**src/rtl/mem_ctrl_pkg.sv**
```systemverilog
// Shared types for the memory access controller: state encoding, control-output bundle and
// the default timeout. The timeout feature itself is enabled with MEM_TIMEOUT_EN.
package mem_ctrl_pkg;

    localparam int unsigned TimeoutCyclesDefault = 16;

    typedef enum logic [2:0] {
        StIdle,
        StAddr,
        StRdWait,
        StRdLatch,
        StWrWait,
        StDone
    } state_e;

    typedef struct packed {
        logic mar_in;
        logic mdr_in;
        logic read;
        logic write;
        logic mem_en;
        logic busy;
        logic done;
    } ctrl_t;

    // Control outputs that belong to a given state.
    function automatic ctrl_t decode_ctrl(state_e s);
        ctrl_t c;
        c      = '0;
        c.busy = (s != StIdle);
        case (s)
            StAddr:    c.mar_in = 1'b1;
            StRdWait:  begin c.read = 1'b1; c.mem_en = 1'b1; end
            StRdLatch: begin c.read = 1'b1; c.mdr_in = 1'b1; c.mem_en = 1'b1; end
            StWrWait:  begin c.write = 1'b1; c.mem_en = 1'b1; end
            StDone:    c.done = 1'b1;
            default:   ;
        endcase
        return c;
    endfunction

endpackage

```
**src/rtl/wait_timer.sv**
```systemverilog
// Wait-state counter for the memory access controller; only instantiated when
// MEM_TIMEOUT_EN is defined.
module wait_timer
    import mem_ctrl_pkg::*;
#(
    parameter int unsigned TIMEOUT_CYCLES = TimeoutCyclesDefault
) (
    input  logic clk,
    input  logic clr,
    input  logic clear,
    input  logic count_en,
    output logic expired
);

    localparam logic [7:0] LastCount = 8'(TIMEOUT_CYCLES - 1);

    logic [7:0] count_q;

    assign expired = count_en && (count_q == LastCount);

    always_ff @(posedge clk or negedge clr) begin
        if (!clr) begin
            count_q <= 8'd0;
        end else if (clear) begin
            count_q <= 8'd0;
        end else if (count_en && !expired) begin
            count_q <= count_q + 8'd1;
        end
    end

endmodule

```
**src/rtl/mem_access_ctrl.sv**
```systemverilog
// Memory access sequencer: MAR load, read/write wait states, MDR latch and done pulse.
// Define MEM_TIMEOUT_EN to abort wait states after TIMEOUT_CYCLES cycles with err.
module mem_access_ctrl
    import mem_ctrl_pkg::*;
#(
    parameter int unsigned TIMEOUT_CYCLES = TimeoutCyclesDefault
) (
    input  logic clk,
    input  logic clr,
    input  logic rd_req,
    input  logic wr_req,
    input  logic mem_ready,
    output logic MARin,
    output logic MDRin,
    output logic Read,
    output logic Write,
    output logic mem_en,
    output logic busy,
    output logic done,
    output logic err
);

    state_e state_q, state_d;
    logic   op_rd_q;
    ctrl_t  ctrl_q;
    logic   expired;

    // The counter is 8 bits wide, so the limit must fit in it.
    if (TIMEOUT_CYCLES < 1 || TIMEOUT_CYCLES > 256) begin : g_bad_timeout
        $error("TIMEOUT_CYCLES must be in 1..256");
    end

`ifdef MEM_TIMEOUT_EN
    logic in_wait;
    logic err_q;

    assign in_wait = (state_q == StRdWait) || (state_q == StWrWait);

    wait_timer #(
        .TIMEOUT_CYCLES(TIMEOUT_CYCLES)
    ) u_wait_timer (
        .clk     (clk),
        .clr     (clr),
        .clear   (state_q == StAddr),
        .count_en(in_wait),
        .expired (expired)
    );

    // A ready strobe on the last allowed cycle completes normally.
    always_ff @(posedge clk or negedge clr) begin
        if (!clr) begin
            err_q <= 1'b0;
        end else begin
            err_q <= in_wait && expired && !mem_ready;
        end
    end

    assign err = err_q;
`else
    assign expired = 1'b0;
    assign err     = 1'b0;
`endif

    always_comb begin
        state_d = state_q;
        unique case (state_q)
            StIdle:    if (rd_req || wr_req) state_d = StAddr;
            StAddr:    state_d = op_rd_q ? StRdWait : StWrWait;
            StRdWait: begin
                if (mem_ready)    state_d = StRdLatch;
                else if (expired) state_d = StDone;
            end
            StRdLatch: state_d = StDone;
            StWrWait:  if (mem_ready || expired) state_d = StDone;
            StDone:    state_d = StIdle;
            default:   state_d = StIdle;
        endcase
    end

    // Outputs are registered alongside the state so they never see the inputs directly.
    always_ff @(posedge clk or negedge clr) begin
        if (!clr) begin
            state_q <= StIdle;
            op_rd_q <= 1'b0;
            ctrl_q  <= '0;
        end else begin
            state_q <= state_d;
            ctrl_q  <= decode_ctrl(state_d);
            if (state_q == StIdle) op_rd_q <= rd_req;
        end
    end

    assign MARin  = ctrl_q.mar_in;
    assign MDRin  = ctrl_q.mdr_in;
    assign Read   = ctrl_q.read;
    assign Write  = ctrl_q.write;
    assign mem_en = ctrl_q.mem_en;
    assign busy   = ctrl_q.busy;
    assign done   = ctrl_q.done;

endmodule

```
**config.mk**
```make
export PLATFORM = sky130hd
export DESIGN_NAME = mem_access_ctrl
export DESIGN_NICKNAME = d
export VERILOG_FILES = /design/src/rtl/mem_ctrl_pkg.sv /design/src/rtl/wait_timer.sv /design/src/rtl/mem_access_ctrl.sv
export SDC_FILE = /design/constraint.sdc
export NUM_CORES = 1
export LEC_CHECK = 0
export CAP_MARGIN = 20
export CORE_UTILIZATION = 32
export DETAILED_ROUTE_END_ITERATION = 10
export SLEW_MARGIN = 25
export SYNTH_ARGS = -nofsm -noshare
export SYNTH_HDL_FRONTEND = slang
export SYNTH_SLANG_ARGS = --single-unit
```
**constraint.sdc**
```tcl
create_clock -name clk -period 2.03 [get_ports clk]
set_input_delay 0.203 -clock clk [delete_from_list [all_inputs] [get_ports clk]]
set_output_delay 0.203 -clock clk [all_outputs]
set_load 0.01 [all_outputs]
```
==> metrics.yaml, run 1 <==
dp_cells: 67
die_w_um: 40.9
numCtsBuffers: 3
wl_um: 717
ys_async_sr_fraction_pct: 100
rsz0062_at_grt: "no"
grt_use_met2_pct: 15.6
required_ns: 1.83
hold_viol: 0
area_growth_pct: 24.9
reg2reg_slack_ns: 0.75
fmaxAchievable_mhz: 758
outcome: "complete, no violations"
critPathBufInv: 1
crit_chain: "clkdlybuf4s50_1"
ios: 13
die-height_um: 40.9
postCtsSetupRepairBufs: 0
clk_pin_slew_ns: 0.07
antenna_cells: 0
startpoint_type: "register"
track_usage_pct: 11.8
syn_area_um2: 483
tns_ns: 0
p_leak_nw: 0.261
start_util_pct: 35.8
ys.flop_type: "dfrtp_1"
gp_congestion: 0.771
layout_min_cycle_time_ns: 1.32
grt_max_degree: 14
r2r_start: "state_q[1]"
mappedNetlistNets: 50
drtIter0Drc: 7
slew_violations: 0
cts.path.max_buffers: 2
ir_drop_mv: 0.537
final_cell_area_um2: 603
syn_area_per_cell_um2: 10.7
crit_start: "done"
hold_buffers: 0
reg2reg_to: "op_rd_q"
worst-path-max-fanout: 1
vias_per_cell: 4.72
setup_viol: 0
grt_overflow: 0
cts_resized: 0
fill_cells: 130
num_vias: 335
post-route-drc-count: 0
dpl_cell_area_um2: 577
yosysTopAreaCell: "dfrtp_1"
hp-class: "input pin to asynchronous set/reset pin"
core-area_mm2: 0.00135
critPathTopFamily: "buffers and inverters"
maxCapViolCount: 0
cp-end-kind: "output port"
grtUsageMet3_pct: 1.63
max_stage_delay_ns: 0.52
synth_top_cells_by_area: "dfrtp_1, buf_6, nor2_1"
grt_pass1_wl_um: 1150
synthCells: 45
grt-busiest-layer: "met4"
htree_levels: 1
drtAntennaViolNets: 0
crit_cells: 1
r2r_cells: 3
synth_cell_types: 23
gr-usage-met1_pct: 13.6
slowest_stage: "clkdlybuf4s50_1"
wl_per_cell_um: 10.1
grt_pass1_vias: 280
cts_tree: "built"
drive_above_1_share_pct: 8.93
clk_latency_ns: 0.27
synth_seq_cells: 11
yosys_warnings: 0
synth_seq_area_share_pct: 57.0
cp.arrival_ns: 1.12
dieArea_mm2: 0.00167
power_density_mw_per_mm2: 1500
cts.sinks: 11
rows: 13
place_hpwl_um: 494
first_pass_iters: 4
critical_path_class: "register to output port"
totalPowerFinal_uw: 904
stdcell_count: 71
final_nets: 62
yosys.area.top_type_share_pct: 57.0
antenna_found_initial: 0
synth_edf_count: 0
cts_root_buffer: "clkbuf_4"
port_buffers: 11
fin_crit_sh_pct: 65.0
finClkSkew_ns: 0.00480
## synthesized netlist by cell type (2+ instances only)
cell type,instances
a21oi_1,2
buf_6,2
dfrtp_1,11
nand2_1,3
nor2_1,6
nor2b_1,2
o21ai_0,2
o22ai_1,2
## layer usage
metal  wire [µm]  vias up
met5           0        -
met4          36        0
met3          42        4
met2         308       12
met1         329      152
li1            -      167
## power by group
part / internal, mW / leakage [nW] / total, mW / switching [mW]
Clock: 0.0761 / 0.0150 / 0.148 / 0.0720
Combinational: 0.216 / 0.107 / 0.361 / 0.145
Sequential: 0.310 / 0.139 / 0.395 / 0.0852
## cell usage in the layout (no fill, tap or decap)
master           instances
a21oi_1                  2
a2bb2oi_1                1
clkbuf_1                 1
clkbuf_4                 3
clkdlybuf4s50_1         11
conb_1                   1
dfrtp_1                 11
inv_1                    1
mux2_1                   1
mux2i_1                  1
nand2_1                  3
nand2b_1                 1
nor2_1                   6
nor2_2                   1
nor2b_1                  2
nor3_1                   1
nor3b_1                  1
nor4_1                   1
o21a_1                   1
o21ai_0                  2
o22ai_1                  2
or2_4                    1
xnor2_1                  1
## cell type report
cell class | count | area, µm² | area share [%]
clock buffers | 4 | 26.3 | 4.36
flip-flops and latches | 11 | 275 | 45.6
well taps | 15 | 18.8 | 3.11
multi-input cells | 29 | 169 | 28.0
inverters | 1 | 3.75 | 0.622
repair buffers | 11 | 110 | 18.3
## flip-flops by register name, summed over array words and instances (netlist names)
register  flops
state_q       3
MARin         1
MDRin         1
Read          1
Write         1
busy          1
done          1
mem_en        1
op_rd_q       1
## how the worst max path moves through the flow
stage          endpoint  slack [ns]
2_1_floorplan   op_rd_q        0.78
6_report           done        0.71
5_1_grt          mem_en        0.64
4_1_cts            done        0.69
3_3_place_gp    op_rd_q        0.76
3_5_place_dp    op_rd_q        0.76
## kinds of logic after synthesis
group,share of synthesized area (%)
buffers and inverters,8.03
DFF,57.0
muxes,4.40
xor gates and xnor gates,1.81
other,0.776
AOI/OAI and AO/OA,10.1
and+or+nand+nor,17.9
## through the flow
step	util [%]	setup slack [ns]	hold slack, ns
floorplan	-	0.783	-0.0926
global placement	42.7	0.765	0.519
detailed placement	42.7	0.758	0.516
CTS	44.7	0.693	0.270
global route	44.7	0.642	0.294
finish	44.7	0.711	0.254
Note: power is estimated with default switching activity, not from simulation.
==> inputs of run 2 (changes only) <==
==> constraint.sdc (replaced) <==
create_clock -name clk -period 1.25 [get_ports clk]
set_input_delay 0.125 -clock clk [delete_from_list [all_inputs] [get_ports clk]]
set_output_delay 0.125 -clock clk [all_outputs]
set_load 0.01 [all_outputs]
==> run 2 against run 1 <==
Die area is the same. Register-to-register slack got worse by 0.68 ns. Design area rose by 6.0%. Worst hold slack got worse by 0.066 ns. Setup slack got worse by 0.64 ns. Total power rose by 66%. Global-route usage up 1.7 points. Non-clock buffer count grew 3. First-iteration DRC count rose by 71%. Critical path depth grew 2. Sequential power rose by 49%. Critical path type is now register to register. Critical endpoint is now op_rd_q. Largest power group is now combinational cells.
==> metrics.yaml, run 2 (synthesis results as in run 1) <==
port_buffers: 11
cts_tree: "built"
start_util_pct: 35.8
p_leak_nw: 0.366
grt_pass1_wl_um: 1320
rsz0062_at_grt: "no"
reg2reg_slack_ns: 0.07
final_nets: 65
grt_max_degree: 12
hold_viol: 0
max_stage_delay_ns: 0.38
worst-path-max-fanout: 5
drtAntennaViolNets: 0
num_vias: 367
hold_buffers: 0
cp-end-kind: "register"
slew_violations: 0
rows: 13
cts_resized: 1
htree_levels: 1
clk_latency_ns: 0.26
die_w_um: 40.9
cts_root_buffer: "clkbuf_4"
antenna_found_initial: 0
dp_cells: 70
wl_um: 803
ios: 13
tns_ns: 0
setup_viol: 0
drtIter0Drc: 12
vias_per_cell: 4.96
layout_min_cycle_time_ns: 1.18
crit_chain: "or2_4, nor2_2, mux2_1"
area_growth_pct: 32.4
worst_slack_ns: 0.0716
fin_crit_sh_pct: 94.3
drive_above_1_share_pct: 13.6
antenna_cells: 0
wl_per_cell_um: 10.9
startpoint_type: "register"
cts.path.max_buffers: 2
gp_congestion: 0.694
required_ns: 1.40
outcome: "complete, no violations"
final_util_pct: 47.4
cp.arrival_ns: 1.32
grt_overflow: 0
postCtsSetupRepairBufs: 0
core-area_mm2: 0.00135
dp_worst_setup_slack_ns: 0.0791
fmaxAchievable_mhz: 849
track_usage_pct: 13.6
post-route-drc-count: 0
final_cell_mix: "dfrtp_1, nor2_1, dlymetal6s2s_1"
cts.sinks: 11
maxCapViolCount: 0
fill_cells: 129
first_pass_iters: 4
critical_path_class: "register to register"
slowest_stage: "dfrtp_1"
ir_drop_mv: 0.838
holdWs_ns: 0.187
largest_reg_flops: 3
power_density_mw_per_mm2: 2340
grt_pass1_vias: 322
clk_pin_slew_ns: 0.07
reg2reg_to: "op_rd_q"
numCtsBuffers: 3
die-height_um: 40.9
r2r_start: "state_q[1]"
stdcell_count: 74
hp-class: "input pin to asynchronous set/reset pin"
r2r_cells: 3
layout_commonest_cell: "dfrtp_1"
finClkSkew_ns: 0.000605
place_hpwl_um: 593
largest-register: "state_q"
dieArea_mm2: 0.00167
## run 2: cell count changes in the layout (fill, tap and decap cells not counted), sizes merged
cell           before  now
buf                 0    3
clkdlybuf4s50      11    4
dlygate4sd2         0    1
dlymetal6s2s        0    6
## run 2: layer usage
metal	part of all wire (%)	global-route usage, %
met2	48	18.4
met3	6.5	4.89
met1	43	15.3
met5	0	0
met4	2.7	15.0
## run 2: worst max-delay path by stage
stage                from  slack [ns]  cells past startpoint      end
2_1_floorplan  state_q[1]       0.003                      4  op_rd_q
3_3_place_gp   state_q[1]        0.10                      3  op_rd_q
3_5_place_dp   state_q[1]        0.08                      3  op_rd_q
4_1_cts              done       0.002                      1     done
5_1_grt        state_q[1]        0.01                      3  op_rd_q
6_report       state_q[1]        0.07                      3  op_rd_q
## run 2: cell type report
cell class | count | area [µm²] | share of cell area, %
Clock buffer | 4 | 26.3 | 4.11
Inverter | 1 | 3.75 | 0.587
Multi-Input combinational cell | 29 | 169 | 26.4
Sequential cell | 11 | 275 | 43.1
Tap cell | 15 | 18.8 | 2.94
Timing Repair Buffer | 14 | 146 | 22.9
## run 2: power by group
group / internal (mW) / total [mW] / switching (mW)
Sequential: 0.503 / 0.588 / 0.0851
Clock: 0.123 / 0.235 / 0.111
Combinational: 0.368 / 0.675 / 0.307
Total: 0.995 / 1.50 / 0.503
## run 2: stage by stage
| step | power (mW) | instance area [µm²] |
|---|---|---|
| finish | 1.50 | 639 |
| global route | 1.64 | 639 |
| CTS | 1.55 | 624 |
| detailed placement | 1.31 | 599 |
| global placement | 1.30 | 599 |
| floorplan | 1.06 | 483 |
## run 2: critical path: cells and delay by family, from the launching register on
kind | cells | cell delay [ns]
flip-flops | 1 | 0.38
multiplexers | 1 | 0.32
AND/OR/NAND/NOR | 2 | 0.37
==> inputs of run 3 (changes only) <==
--- a/config.mk
+++ b/config.mk
@@ -8,7 +8,9 @@
 export CAP_MARGIN = 20
 export CORE_UTILIZATION = 32
 export DETAILED_ROUTE_END_ITERATION = 10
+export GPL_ROUTABILITY_DRIVEN = 0
 export SLEW_MARGIN = 25
 export SYNTH_ARGS = -nofsm -noshare
 export SYNTH_HDL_FRONTEND = slang
+export SYNTH_HIERARCHICAL = 1
 export SYNTH_SLANG_ARGS = --single-unit
==> results of run 3 <==
Same layout as run 2: the final DEF is identical, and so are final timing and power.
Among the figures that moved: Yosys warning count 0 -> 6
